**config.mk**
```make
export PLATFORM = sky130hd
export DESIGN_NAME = srdl_reg_access_seq
export DESIGN_NICKNAME = d
export VERILOG_FILES = /design/src/rtl/srdl_reg_access_seq.sv
export SDC_FILE = /design/constraint.sdc
export NUM_CORES = 1
export LEC_CHECK = 0
export ABC_AREA = 1
export CAP_MARGIN = 20
export CORE_AREA = 3 3 250 252
export DETAILED_ROUTE_END_ITERATION = 16
export DIE_AREA = 0 0 253 255
export GPL_TIMING_DRIVEN = 0
export SYNTH_ARGS = -nofsm -noshare
export SYNTH_HDL_FRONTEND = slang
export SYNTH_SLANG_ARGS = --single-unit
export TNS_END_PERCENT = 50
```
**constraint.sdc**
```tcl
create_clock -name clk -period 2.75 [get_ports clk]
set_input_delay 0.6875 -clock clk [delete_from_list [all_inputs] [get_ports clk]]
set_output_delay 0.6875 -clock clk [all_outputs]
set_load 0.01 [all_outputs]
```
**src/rtl/srdl_reg_access_seq.sv**
```systemverilog
// srdl_reg_access_seq
//
// Register-access sequencer that sits between the host register bus and the
// array of generated srdlField registers. It takes one valid/ready request at
// a time and decodes the word address. It drives the shared acc/rd/wr/sw_wdata
// strobes to exactly one register, then captures that register's read data
// and returns a valid/ready response. Registers flagged in EXT_MASK are
// external: their strobes are held until ext_ack.
//
// Optional feature macro: SRDL_SEQ_TIMEOUT_EN
//   When defined, an external wait is abandoned after TIMEOUT+1 strobe cycles
//   without ext_ack, and an error response is returned.
//
// Ports
//   clk, rst              clock (rising edge), synchronous active-high reset
//   req_valid/req_ready   request handshake
//   req_write             1 = write, 0 = read
//   req_addr, req_wdata   word index and write data
//   rsp_valid/rsp_ready   response handshake
//   rsp_rdata, rsp_err    read data (0 for writes/errors), decode/timeout error
//   acc                   one-hot register select
//   rd, wr                read / write strobes, qualified by acc
//   sw_wdata              write data to the fields
//   reg_rdata             flattened register values, slice i = [i*DW +: DW]
//   ext_ack               selected external register completed the access
module srdl_reg_access_seq #(
  parameter int                NREGS    = 16,
  parameter int                AW       = 4,
  parameter int                DW       = 32,
  parameter logic [NREGS-1:0]  EXT_MASK = '0,
  parameter int                TIMEOUT  = 255
) (
  input  logic                clk,
  input  logic                rst,
  input  logic                req_valid,
  output logic                req_ready,
  input  logic                req_write,
  input  logic [AW-1:0]       req_addr,
  input  logic [DW-1:0]       req_wdata,
  output logic                rsp_valid,
  input  logic                rsp_ready,
  output logic [DW-1:0]       rsp_rdata,
  output logic                rsp_err,
  output logic [NREGS-1:0]    acc,
  output logic                rd,
  output logic                wr,
  output logic [DW-1:0]       sw_wdata,
  input  logic [NREGS*DW-1:0] reg_rdata,
  input  logic                ext_ack
);

  typedef enum logic [1:0] {
    IDLE     = 2'd0,
    ACCESS   = 2'd1,
    EXT_WAIT = 2'd2,
    RESP     = 2'd3
  } state_t;

  state_t            state_q, state_d;
  logic              req_ready_q, req_ready_d;
  logic              rsp_valid_q, rsp_valid_d;
  logic              rsp_err_q, rsp_err_d;
  logic [DW-1:0]     rsp_rdata_q, rsp_rdata_d;
  logic [NREGS-1:0]  acc_q, acc_d;
  logic              rd_q, rd_d;
  logic              wr_q, wr_d;
  logic [DW-1:0]     sw_wdata_q, sw_wdata_d;

  logic [NREGS-1:0]  addr_dec;
  logic              addr_ok;
  logic              addr_ext;
  logic [DW-1:0]     sel_rdata;

`ifdef SRDL_SEQ_TIMEOUT_EN
  localparam int           CW     = $clog2(TIMEOUT + 1);
  localparam logic [CW-1:0] TO_LIM = CW'(TIMEOUT);
  logic [CW-1:0]           cnt_q, cnt_d;
`else
  logic unused_timeout;
  assign unused_timeout = (TIMEOUT > 0);
`endif

  // Address decode of the incoming request; out-of-range addresses decode to
  // an all-zero select so no strobe can ever reach a register.
  always_comb begin
    addr_dec = '0;
    for (int i = 0; i < NREGS; i++) begin
      addr_dec[i] = (req_addr == AW'(i));
    end
  end

  assign addr_ok  = ({1'b0, req_addr} < (AW+1)'(NREGS));
  assign addr_ext = |(addr_dec & EXT_MASK);

  // Read-data mux keyed on the registered select, so the value captured is
  // the one seen during the strobe cycle (pre-side-effect for rclr/rset).
  always_comb begin
    sel_rdata = '0;
    for (int i = 0; i < NREGS; i++) begin
      if (acc_q[i]) sel_rdata = sel_rdata | reg_rdata[i*DW +: DW];
    end
  end

  always_comb begin
    state_d     = state_q;
    rsp_valid_d = rsp_valid_q;
    rsp_err_d   = rsp_err_q;
    rsp_rdata_d = rsp_rdata_q;
    acc_d       = acc_q;
    rd_d        = rd_q;
    wr_d        = wr_q;
    sw_wdata_d  = sw_wdata_q;
`ifdef SRDL_SEQ_TIMEOUT_EN
    cnt_d       = cnt_q;
`endif

    unique case (state_q)
      IDLE: begin
        if (req_valid && req_ready_q) begin
          sw_wdata_d = req_wdata;
          if (!addr_ok) begin
            state_d     = RESP;
            rsp_valid_d = 1'b1;
            rsp_err_d   = 1'b1;
            rsp_rdata_d = '0;
          end else begin
            acc_d   = addr_dec;
            rd_d    = ~req_write;
            wr_d    = req_write;
            state_d = addr_ext ? EXT_WAIT : ACCESS;
`ifdef SRDL_SEQ_TIMEOUT_EN
            cnt_d   = '0;
`endif
          end
        end
      end

      ACCESS: begin
        state_d     = RESP;
        acc_d       = '0;
        rd_d        = 1'b0;
        wr_d        = 1'b0;
        rsp_valid_d = 1'b1;
        rsp_err_d   = 1'b0;
        rsp_rdata_d = rd_q ? sel_rdata : '0;
      end

      EXT_WAIT: begin
        // ext_ack takes priority over the timeout limit in the same cycle.
        if (ext_ack) begin
          state_d     = RESP;
          acc_d       = '0;
          rd_d        = 1'b0;
          wr_d        = 1'b0;
          rsp_valid_d = 1'b1;
          rsp_err_d   = 1'b0;
          rsp_rdata_d = rd_q ? sel_rdata : '0;
        end
`ifdef SRDL_SEQ_TIMEOUT_EN
        else if (cnt_q == TO_LIM) begin
          state_d     = RESP;
          acc_d       = '0;
          rd_d        = 1'b0;
          wr_d        = 1'b0;
          rsp_valid_d = 1'b1;
          rsp_err_d   = 1'b1;
          rsp_rdata_d = '0;
        end else begin
          cnt_d = cnt_q + CW'(1);
        end
`endif
      end

      RESP: begin
        if (rsp_ready) begin
          state_d     = IDLE;
          rsp_valid_d = 1'b0;
          rsp_err_d   = 1'b0;
          rsp_rdata_d = '0;
        end
      end

      default: state_d = IDLE;
    endcase

    // Registered ready: high exactly in the cycles the FSM sits in IDLE.
    req_ready_d = (state_d == IDLE);
  end

  always_ff @(posedge clk) begin
    if (rst) begin
      state_q     <= IDLE;
      req_ready_q <= 1'b0;
      rsp_valid_q <= 1'b0;
      rsp_err_q   <= 1'b0;
      rsp_rdata_q <= '0;
      acc_q       <= '0;
      rd_q        <= 1'b0;
      wr_q        <= 1'b0;
      sw_wdata_q  <= '0;
`ifdef SRDL_SEQ_TIMEOUT_EN
      cnt_q       <= '0;
`endif
    end else begin
      state_q     <= state_d;
      req_ready_q <= req_ready_d;
      rsp_valid_q <= rsp_valid_d;
      rsp_err_q   <= rsp_err_d;
      rsp_rdata_q <= rsp_rdata_d;
      acc_q       <= acc_d;
      rd_q        <= rd_d;
      wr_q        <= wr_d;
      sw_wdata_q  <= sw_wdata_d;
`ifdef SRDL_SEQ_TIMEOUT_EN
      cnt_q       <= cnt_d;
`endif
    end
  end

  assign req_ready = req_ready_q;
  assign rsp_valid = rsp_valid_q;
  assign rsp_err   = rsp_err_q;
  assign rsp_rdata = rsp_rdata_q;
  assign acc       = acc_q;
  assign rd        = rd_q;
  assign wr        = wr_q;
  assign sw_wdata  = sw_wdata_q;

endmodule

```
==> results of run 1 <==
==> kinds of logic (layout without fill, tap and decap cells) <==
logic type / Yosys count / in the layout / share of synthesized area
simple gates: 1088 / 1088 / 0.575
compound gates: 137 / 137 / 0.103
buf+inv: 110 / 761 / 0.0765
flops: 86 / 86 / 0.236
fa+ha+maj: 5 / 5 / 0.00858
other cells: 1 / 4 / 0.000514
==> stage by stage <==
| stage | total power (W) | setup slack, ns | area (sq um) |
|---|---|---|---|
| 2_1_floorplan | 0.00647 | 1.29 | 7290 |
| 3_3_place_gp | 0.0111 | 0.376 | 14600 |
| 3_5_place_dp | 0.0112 | 0.383 | 14600 |
| 4_1_cts | 0.0127 | 0.549 | 15000 |
| 5_1_grt | 0.0134 | 0.485 | 15000 |
| 6_report | 0.0123 | 0.683 | 15000 |
==> registers in the layout, summed over array words and instances, names as in the netlist <==
register and flops:
rsp_rdata 32, rsp_valid 1, sw_wdata 32, acc 16, req_ready 1, state_q 2
rd 1, wr 1
==> power by group <==
part           internal, W  switching [W]  total [W]
logic              0.00317        0.00601    0.00918
registers          0.00155       0.000162    0.00171
clock network     0.000801       0.000615    0.00142
==> worst min-delay path by stage <==
stage	start	to	slack [ns]	cells past startpoint
2_1_floorplan	rsp_valid	rsp_valid	0.48	2
5_1_grt	sw_wdata[15]	sw_wdata[15]	0.47	2
3_3_place_gp	sw_wdata[2]	sw_wdata[2]	0.45	2
3_5_place_dp	sw_wdata[2]	sw_wdata[2]	0.45	2
6_report	sw_wdata[31]	sw_wdata[31]	0.46	2
4_1_cts	sw_wdata[27]	sw_wdata[27]	0.46	2
==> placed cells by master, fill, tap and decap left out, types with 3 or more instances in the layout <==
cell             synthesis  final
buf_6                    4      4
nand3_1                 37     37
inv_2                    3      3
buf_4                    6      6
ha_1                     5      5
diode_2                  0      3
clkdlybuf4s50_1          0    636
a21oi_1                 71     71
o21ai_0                 20     20
inv_1                   13     13
o211a_1                 13     13
clkbuf_1                10     10
buf_2                   73     73
clkbuf_16                0      9
nor2_1                 136    136
nand2_1                906    906
o21ai_1                 32     32
dfxtp_1                 86     86
==> synthesized netlist by cell type <==
cell type / count / area share
a21oi_1: 71 / 0.049
buf_2: 73 / 0.050
buf_4: 6 / 0.0062
buf_6: 4 / 0.0062
clkbuf_1: 10 / 0.0051
clkinv_2: 1 / 0.00069
conb_1: 1 / 0.00051
dfxtp_1: 86 / 0.24
ha_1: 5 / 0.0086
inv_1: 13 / 0.0067
inv_2: 3 / 0.0015
nand2_1: 906 / 0.47
nand2_2: 2 / 0.0017
nand3_1: 37 / 0.025
nand3_2: 1 / 0.0014
nand3_4: 2 / 0.0048
nand4_1: 2 / 0.0017
nor2_1: 136 / 0.070
nor2_8: 1 / 0.0027
nor3_1: 1 / 0.00069
o211a_1: 13 / 0.018
o211ai_1: 1 / 0.0010
o21ai_0: 20 / 0.014
o21ai_1: 32 / 0.022
==> cell type report <==
cell class	count	area, sq um	share of cell area
clock buffer	9	225	0.0151
multi-input combinational	1231	5010	0.335
tap	782	978	0.0654
buffer	93	493	0.0329
inverter	17	65.1	0.00435
sequential	86	1720	0.115
antenna	3	7.51	0.000502
clock inverter	6	93.8	0.00627
timing repair buffer	636	6370	0.425
==> layer usage <==
metal,global-route usage,wire (microns),vias to the layer above
met4,0.0610,1820,10
met5,0,69,-
met1,0.175,21400,4819
li1,-,-,5690
met2,0.290,27000,525
met3,0.0428,4150,76
==> results.json, run 1 <==
{
  "r2r-end": "rsp_rdata[3]",
  "ys_seq_area_frac": 0.236,
  "synth-seq-cells": 86,
  "syn_area_per_cell_sq_um": 5.11,
  "clock_skew_ns": 0.00788,
  "setup_tns_ns": 0,
  "crit_buf_inv": 1,
  "area_delta_synth_final_pct": 105,
  "cts_buffers": 9,
  "critical_path.startpoint": "rsp_rdata[10]",
  "finalWirelength_microns": 54500,
  "rsz0062_at_grt": "no",
  "cts_root_buf": "clkbuf_16",
  "synth_warnings": 0,
  "worstPathRequired_ns": 2.06,
  "whs_ns": 0.461,
  "syn_inst": 1427,
  "cts_hold_buffers": 0,
  "drv_slew": 0,
  "core_sq_um": 60400,
  "ys_types": 24,
  "clock_path_buffers": 2,
  "ant_nets": 0,
  "fill_cells": 6909,
  "p_leak_nw": 6.83,
  "vias": 11120,
  "powerDensity_nw_per_um2": 822,
  "drt_pre_antenna_iters": 5,
  "grt-ovfl-total": 0,
  "postLayoutCoreUtil": 0.248,
  "hold_violations": 0,
  "setup_viol": 0,
  "worstSetupPathType": "reg -> out",
  "cp.depth": 1,
  "dpl.hpwl_microns": 46600,
  "post-route-min-period_ns": 2.07,
  "fp.dieW_microns": 253,
  "cp-endpoint": "rsp_rdata[10]",
  "irDropWorstVdd_mv": 0.309,
  "die_h_microns": 255,
  "drt_iter0_markers": 473,
  "start_util": 0.121,
  "cpPeakStageDelay_ns": 0.66,
  "rr_worst_depth": 8,
  "antenna_found_initial": 6,
  "insertion_delay_ns": 0.38,
  "via_per_inst": 3.88,
  "row_count": 90,
  "worst-path-max-fanout": 2,
  "grt_max_degree": 16,
  "grt_pass1_wl_microns": 72400,
  "tightest_slew_ns": 1.03,
  "ctsHtreeMaxLevel": 3,
  "drv_cap": 0,
  "placedCellCount": 2845,
  "drive_above_1_share": 0.0520,
  "cp-start-kind": "register",
  "stdcell_count": 2863,
  "post_cts.repair.setup_buffers": 0,
  "wl_per_cell_microns": 19.0,
  "arrival_ns": 1.38,
  "cts_tree": "yes",
  "r2r_start": "acc[6]",
  "r2r_slack_ns": 0.74,
  "crit_chain": "clkdlybuf4s50_1",
  "post_cts_resized": 0,
  "synthesis.nets": 1986,
  "endpoint_kind": "output port",
  "netlist_area_sq_um": 7290,
  "nets": 2633,
  "cpLargestDelayFamily": "buffers and inverters",
  "fmax_ghz": 0.484,
  "cts.sinks": 86,
  "drc": 0,
  "top_level_ports": 639,
  "grt_usage": 0.158,
  "die_area_sq_um": 64500,
  "hold_class": "reg -> reg",
  "fin_crit_sh": 0.751,
  "grt_pass1_vias": 10729,
  "clkSlewWorstSetupHoldPaths_ns": 0.07,
  "status": "completed",
  "relSlewSlack": 0.314,
  "critical_path.slowest_cell": "clkdlybuf4s50_1",
  "port_buffers": 636,
  "gp_congestion": 0.852
}
(Power assumes the default switching activity.)
==> run 2, diff against run 1 <==
--- a/config.mk
+++ b/config.mk
@@ -7,9 +7,9 @@
 export LEC_CHECK = 0
 export ABC_AREA = 1
 export CAP_MARGIN = 20
-export CORE_AREA = 3 3 250 252
+export CORE_AREA = 3 3 244 246
 export DETAILED_ROUTE_END_ITERATION = 16
-export DIE_AREA = 0 0 253 255
+export DIE_AREA = 0 0 247 249
 export GPL_TIMING_DRIVEN = 0
 export SYNTH_ARGS = -nofsm -noshare
 export SYNTH_HDL_FRONTEND = slang
==> constraint.sdc (replaced) <==
create_clock -name clk -period 1.9 [get_ports clk]
set_input_delay 0.475 -clock clk [delete_from_list [all_inputs] [get_ports clk]]
set_output_delay 0.475 -clock clk [all_outputs]
set_load 0.01 [all_outputs]
==> run 2 against run 1 <==
Compared with the run above:
- final cell count decreased by 0.56%
- total power rose by 45%
- non-clock buffer count is the same
- first-iteration DRC count decreased by 7.8%
- sequential share of layout area about the same
- clock skew up 0.0059 ns
- hold slack worse by 0.0024 ns
- clock power increased by 46%
- register-to-register slack worse by 0.70 ns
- clock-buffer cell count stayed put
- via count is 0.43% higher
- combinational power up 44%
==> results.json, run 2 (synthesized netlist as in run 1, its figures left out) <==
{
  "status": "completed",
  "hold_class": "reg -> reg",
  "dp_slack_ns": -0.157,
  "post_cts.repair.setup_buffers": 0,
  "worst_slack_ns": 0.0418,
  "final_area_sq_um": 15000,
  "layout_commonest_cell": "nand2_1",
  "grtUsageMet1": 0.183,
  "setup_tns_ns": 0,
  "top_usage_layer": "met2",
  "clock_path_buffers": 2,
  "clock_skew_ns": 0.0138,
  "row_count": 88,
  "port_buffers": 636,
  "start_util": 0.127,
  "via_per_inst": 3.92,
  "postLayoutCoreUtil": 0.260,
  "hold_violations": 0,
  "irDropWorstVdd_mv": 0.626,
  "dpl_cell_area_sq_um": 14600,
  "area_delta_synth_final_pct": 105,
  "dpl.hpwl_microns": 46400,
  "r2r_slack_ns": 0.04,
  "rsz0062_at_grt": "no",
  "cts_tree": "yes",
  "worstSetupPathType": "reg -> reg",
  "grt-ovfl-total": 0,
  "cts_hold_buffers": 0,
  "drive_above_1_share": 0.0548,
  "post-route-min-period_ns": 1.86,
  "cts_root_buf": "clkbuf_16",
  "worstPathRequired_ns": 2.13,
  "core_sq_um": 57600,
  "cp-start-kind": "register",
  "fmax_ghz": 0.538,
  "die_h_microns": 249,
  "wl_per_cell_microns": 19.1,
  "p_leak_nw": 6.86,
  "globalRouteMet2Util": 0.304,
  "setup_viol": 0,
  "ant_nets": 0,
  "final_cell_mix": "nand2_1, clkdlybuf4s50_1, nor2_1",
  "grt_pass1_wl_microns": 72700,
  "die_area_sq_um": 61500,
  "relSlewSlack": 0.439,
  "arrival_ns": 2.09,
  "grt_max_degree": 17,
  "ctsHtreeMaxLevel": 3,
  "insertion_delay_ns": 0.38,
  "vias": 11168,
  "endpoint_kind": "register",
  "antenna_found_initial": 8,
  "tightest_slew_ns": 0.841,
  "fin_crit_sh": 0.978,
  "drc": 0,
  "drt_iter0_markers": 436,
  "drt_pre_antenna_iters": 5,
  "met3_usage": 0.0405,
  "worst-path-max-fanout": 10,
  "nets": 2633,
  "cts_buffers": 9,
  "gp_congestion": 0.867,
  "drv_cap": 0,
  "fp.dieW_microns": 247,
  "grt_usage": 0.166,
  "clkSlewWorstSetupHoldPaths_ns": 0.08,
  "top_level_ports": 639,
  "grt_pass1_vias": 10627,
  "drv_slew": 0,
  "powerDensity_nw_per_um2": 1190,
  "cts.sinks": 86,
  "finalWirelength_microns": 54500
}
[run 2: cell count changes in the layout (fill, tap and decap cells not counted), sizes merged]
| cell | delta |
|---|---|
| buf | -2 |
| inv | -1 |
| dlymetal6s2s | +1 |
| clkbuf | +2 |
| dlygate4sd2 | +3 |
| clkdlybuf4s50 | -4 |
| clkinv | +2 |
[run 2: routing by layer]
metal | share of wire | vias to the layer above
met5 | 0.00033 | -
met3 | 0.077 | 86
met2 | 0.50 | 504
met4 | 0.037 | 2
li1 | - | 5688
met1 | 0.39 | 4888
[run 2: final cells by class]
class                      instances  area, sq um
antenna                            3         7.51
buffer                            93          498
clock buffer                       9          225
clock inverter                     7          108
fill                            6549        42600
inverter                          17         65.1
multi-input combinational       1231         5030
sequential                        86         1720
tap                              765          957
timing repair buffer             636         6360
[run 2: what timing repair did]
| item | in CTS | in global routing |
|---|---|---|
| pin swaps | 0 | 0 |
| resized for setup | 5 | 6 |
| endpoints found under the setup margin | 5 | 9 |
[run 2: through the flow]
step / hold slack [ns] / power, W / std cells
2_1_floorplan: 0.483 / 0.00937 / 1427
3_3_place_gp: 0.448 / 0.0160 / 2828
3_5_place_dp: 0.453 / 0.0160 / 2828
4_1_cts: 0.463 / 0.0182 / 2844
5_1_grt: 0.472 / 0.0194 / 2845
6_report: 0.458 / 0.0178 / 2847
[run 2: final timing paths]
path,from,to,depth (start not counted)
setup / recovery,acc[1],rsp_rdata[2],8
hold / removal,sw_wdata[30],sw_wdata[30],2
setup reg to reg,acc[1],rsp_rdata[2],8
hold reg to reg,sw_wdata[30],sw_wdata[30],2
[run 2: critical path, cell delays in order, from the launching register on]
cell and delay, ns:
dfxtp_1 0.32, buf_2 0.19, buf_2 0.24, nand2_1 0.09
nand2_1 0.08, nor2_2 0.19, nand2_1 0.19, o21ai_2 0.29
a21oi_1 0.10
[run 2: where the power goes]
| part | switching [W] | total, W | internal [W] |
|---|---|---|---|
| Sequential | 0.000238 | 0.00248 | 0.00224 |
| Combinational | 0.00864 | 0.0132 | 0.00460 |
| Clock | 0.000904 | 0.00207 | 0.00117 |
==> run 3, diff against run 2 <==
--- a/config.mk
+++ b/config.mk
@@ -7,10 +7,10 @@
 export LEC_CHECK = 0
 export ABC_AREA = 1
 export CAP_MARGIN = 20
-export CORE_AREA = 3 3 244 246
+export CORE_AREA = 2 2 251 253
 export DETAILED_ROUTE_END_ITERATION = 16
-export DIE_AREA = 0 0 247 249
-export GPL_TIMING_DRIVEN = 0
+export DIE_AREA = 0 0 253 255
+export GPL_TIMING_DRIVEN = 1
 export SYNTH_ARGS = -nofsm -noshare
 export SYNTH_HDL_FRONTEND = slang
 export SYNTH_SLANG_ARGS = --single-unit
==> run 3 against run 2 <==
Compared with the run above:
- final area rose by 0.75%
- critical path depth fell by 7
- hold slack better by 0.0027 ns
- clock-buffer cell count up 1
- critical path type is now reg -> out
==> results.json, run 3 (synthesized netlist as in run 1, its figures left out) <==
{
  "clkSlewWorstSetupHoldPaths_ns": 0.07,
  "drv_cap": 0,
  "drt_iter0_markers": 476,
  "setup_viol": 0,
  "grt_pass1_vias": 10670,
  "hold_violations": 0,
  "r2r_slack_ns": 0.21,
  "ctsHtreeMaxLevel": 3,
  "port_buffers": 637,
  "insertion_delay_ns": 0.38,
  "grt_pass1_wl_microns": 68400,
  "start_util": 0.117,
  "r2r-end": "rsp_rdata[24]",
  "post-route-min-period_ns": 1.83,
  "irDropWorstVdd_mv": 0.618,
  "die_h_microns": 255,
  "worst_slack_ns": 0.0662,
  "worstPathRequired_ns": 1.42,
  "cts_root_buf": "clkbuf_16",
  "globalRouteMet2Util": 0.261,
  "cpPeakStageDelay_ns": 0.56,
  "cp-start-kind": "register",
  "die_area_sq_um": 64500,
  "whs_path_depth": 2,
  "drt_pre_antenna_iters": 5,
  "cts_buffers": 9,
  "final_cell_mix": "nand2_1, clkdlybuf4s50_1, nor2_1",
  "wl_per_cell_microns": 18.1,
  "arrival_ns": 1.36,
  "post_cts_resized": 18,
  "critical_path.slowest_cell": "clkdlybuf4s50_1",
  "gp_congestion": 0.851,
  "fmax_ghz": 0.545,
  "grt_usage": 0.150,
  "dp_slack_ns": -0.0863,
  "clock_skew_ns": 0.00793,
  "fin_crit_sh": 0.965,
  "r2r_start": "acc[1]",
  "clock_path_buffers": 2,
  "crit_chain": "clkdlybuf4s50_1",
  "endpoint_kind": "output port",
  "powerDensity_nw_per_um2": 1190,
  "min_to": "sw_wdata[12]",
  "top_level_ports": 639,
  "cts_tree": "yes",
  "post_cts.repair.setup_buffers": 0,
  "hold_class": "reg -> reg",
  "nets": 2587,
  "drv_slew": 0,
  "grtUsageMet1": 0.162,
  "area_delta_synth_final_pct": 107,
  "row_count": 92,
  "rsz0062_at_grt": "no",
  "cpLargestDelayFamily": "buffers and inverters",
  "layout_commonest_cell": "nand2_1",
  "via_per_inst": 3.85,
  "cts_hold_buffers": 0,
  "postLayoutCoreUtil": 0.243,
  "vias": 10911,
  "grt-ovfl-total": 0,
  "core_sq_um": 62200,
  "rr_worst_depth": 7,
  "drive_above_1_share": 0.0433,
  "cts.sinks": 86,
  "met3_usage": 0.0421,
  "finalWirelength_microns": 51400,
  "fp.dieW_microns": 253,
  "top_usage_layer": "met2",
  "p_leak_nw": 6.80,
  "status": "completed",
  "ant_nets": 0,
  "grt_max_degree": 71,
  "worst-path-max-fanout": 5,
  "worstSetupPathType": "reg -> out",
  "drc": 0,
  "hold_path.startpoint": "sw_wdata[12]",
  "setup_tns_ns": 0,
  "crit_buf_inv": 1,
  "dpl.hpwl_microns": 42700,
  "antenna_found_initial": 6
}
-- run 3: where the power goes --
group | switching (W) | total, W | internal (W)
clock network | 0.000870 | 0.00190 | 0.00103
registers | 0.000630 | 0.00296 | 0.00233
logic | 0.00817 | 0.0131 | 0.00496
-- run 3: layout make-up --
cell class,count,area (sq um)
inverters,17,65.1
well taps,799,1000
clock buffers,10,229
fillers,7048,47100
repair buffers,683,6940
diodes,2,5.00
multi-input cells,1231,5010
flip-flops and latches,86,1760
clock inverters,6,68.8
-- run 3: worst max path at each step --
stage | depth (start not counted) | endpoint | slack [ns] | startpoint
final | 1 | acc[6] | 0.07 | acc[6]
after global routing | 1 | rsp_rdata[25] | 0.003 | rsp_rdata[25]
after CTS | 1 | rsp_rdata[1] | 0.003 | rsp_rdata[1]
after detailed placement | 7 | rsp_rdata[24] | -0.09 | reg_rdata[248]
after global placement | 7 | rsp_rdata[24] | -0.09 | reg_rdata[56]
after floorplan | 9 | acc[10] | 0.49 | state_q[0]
-- run 3: metal layers --
metal,routed length [microns],vias to the layer above,part of all wire
met5,11,-,0.00021
met4,2920,2,0.057
met3,4130,95,0.080
met2,24000,539,0.47
met1,20300,4681,0.40
li1,-,5594,-
-- run 3: per-stage QoR --
step | hold slack, ns | std cells | cell area [sq um] | power (W)
floorplan | 0.483 | 1427 | 7290 | 0.00937
global placement | 0.448 | 2816 | 14800 | 0.0166
detailed placement | 0.453 | 2816 | 14800 | 0.0166
CTS | 0.465 | 2832 | 15100 | 0.0186
global route | 0.475 | 2833 | 15100 | 0.0197
finish | 0.461 | 2834 | 15100 | 0.0180
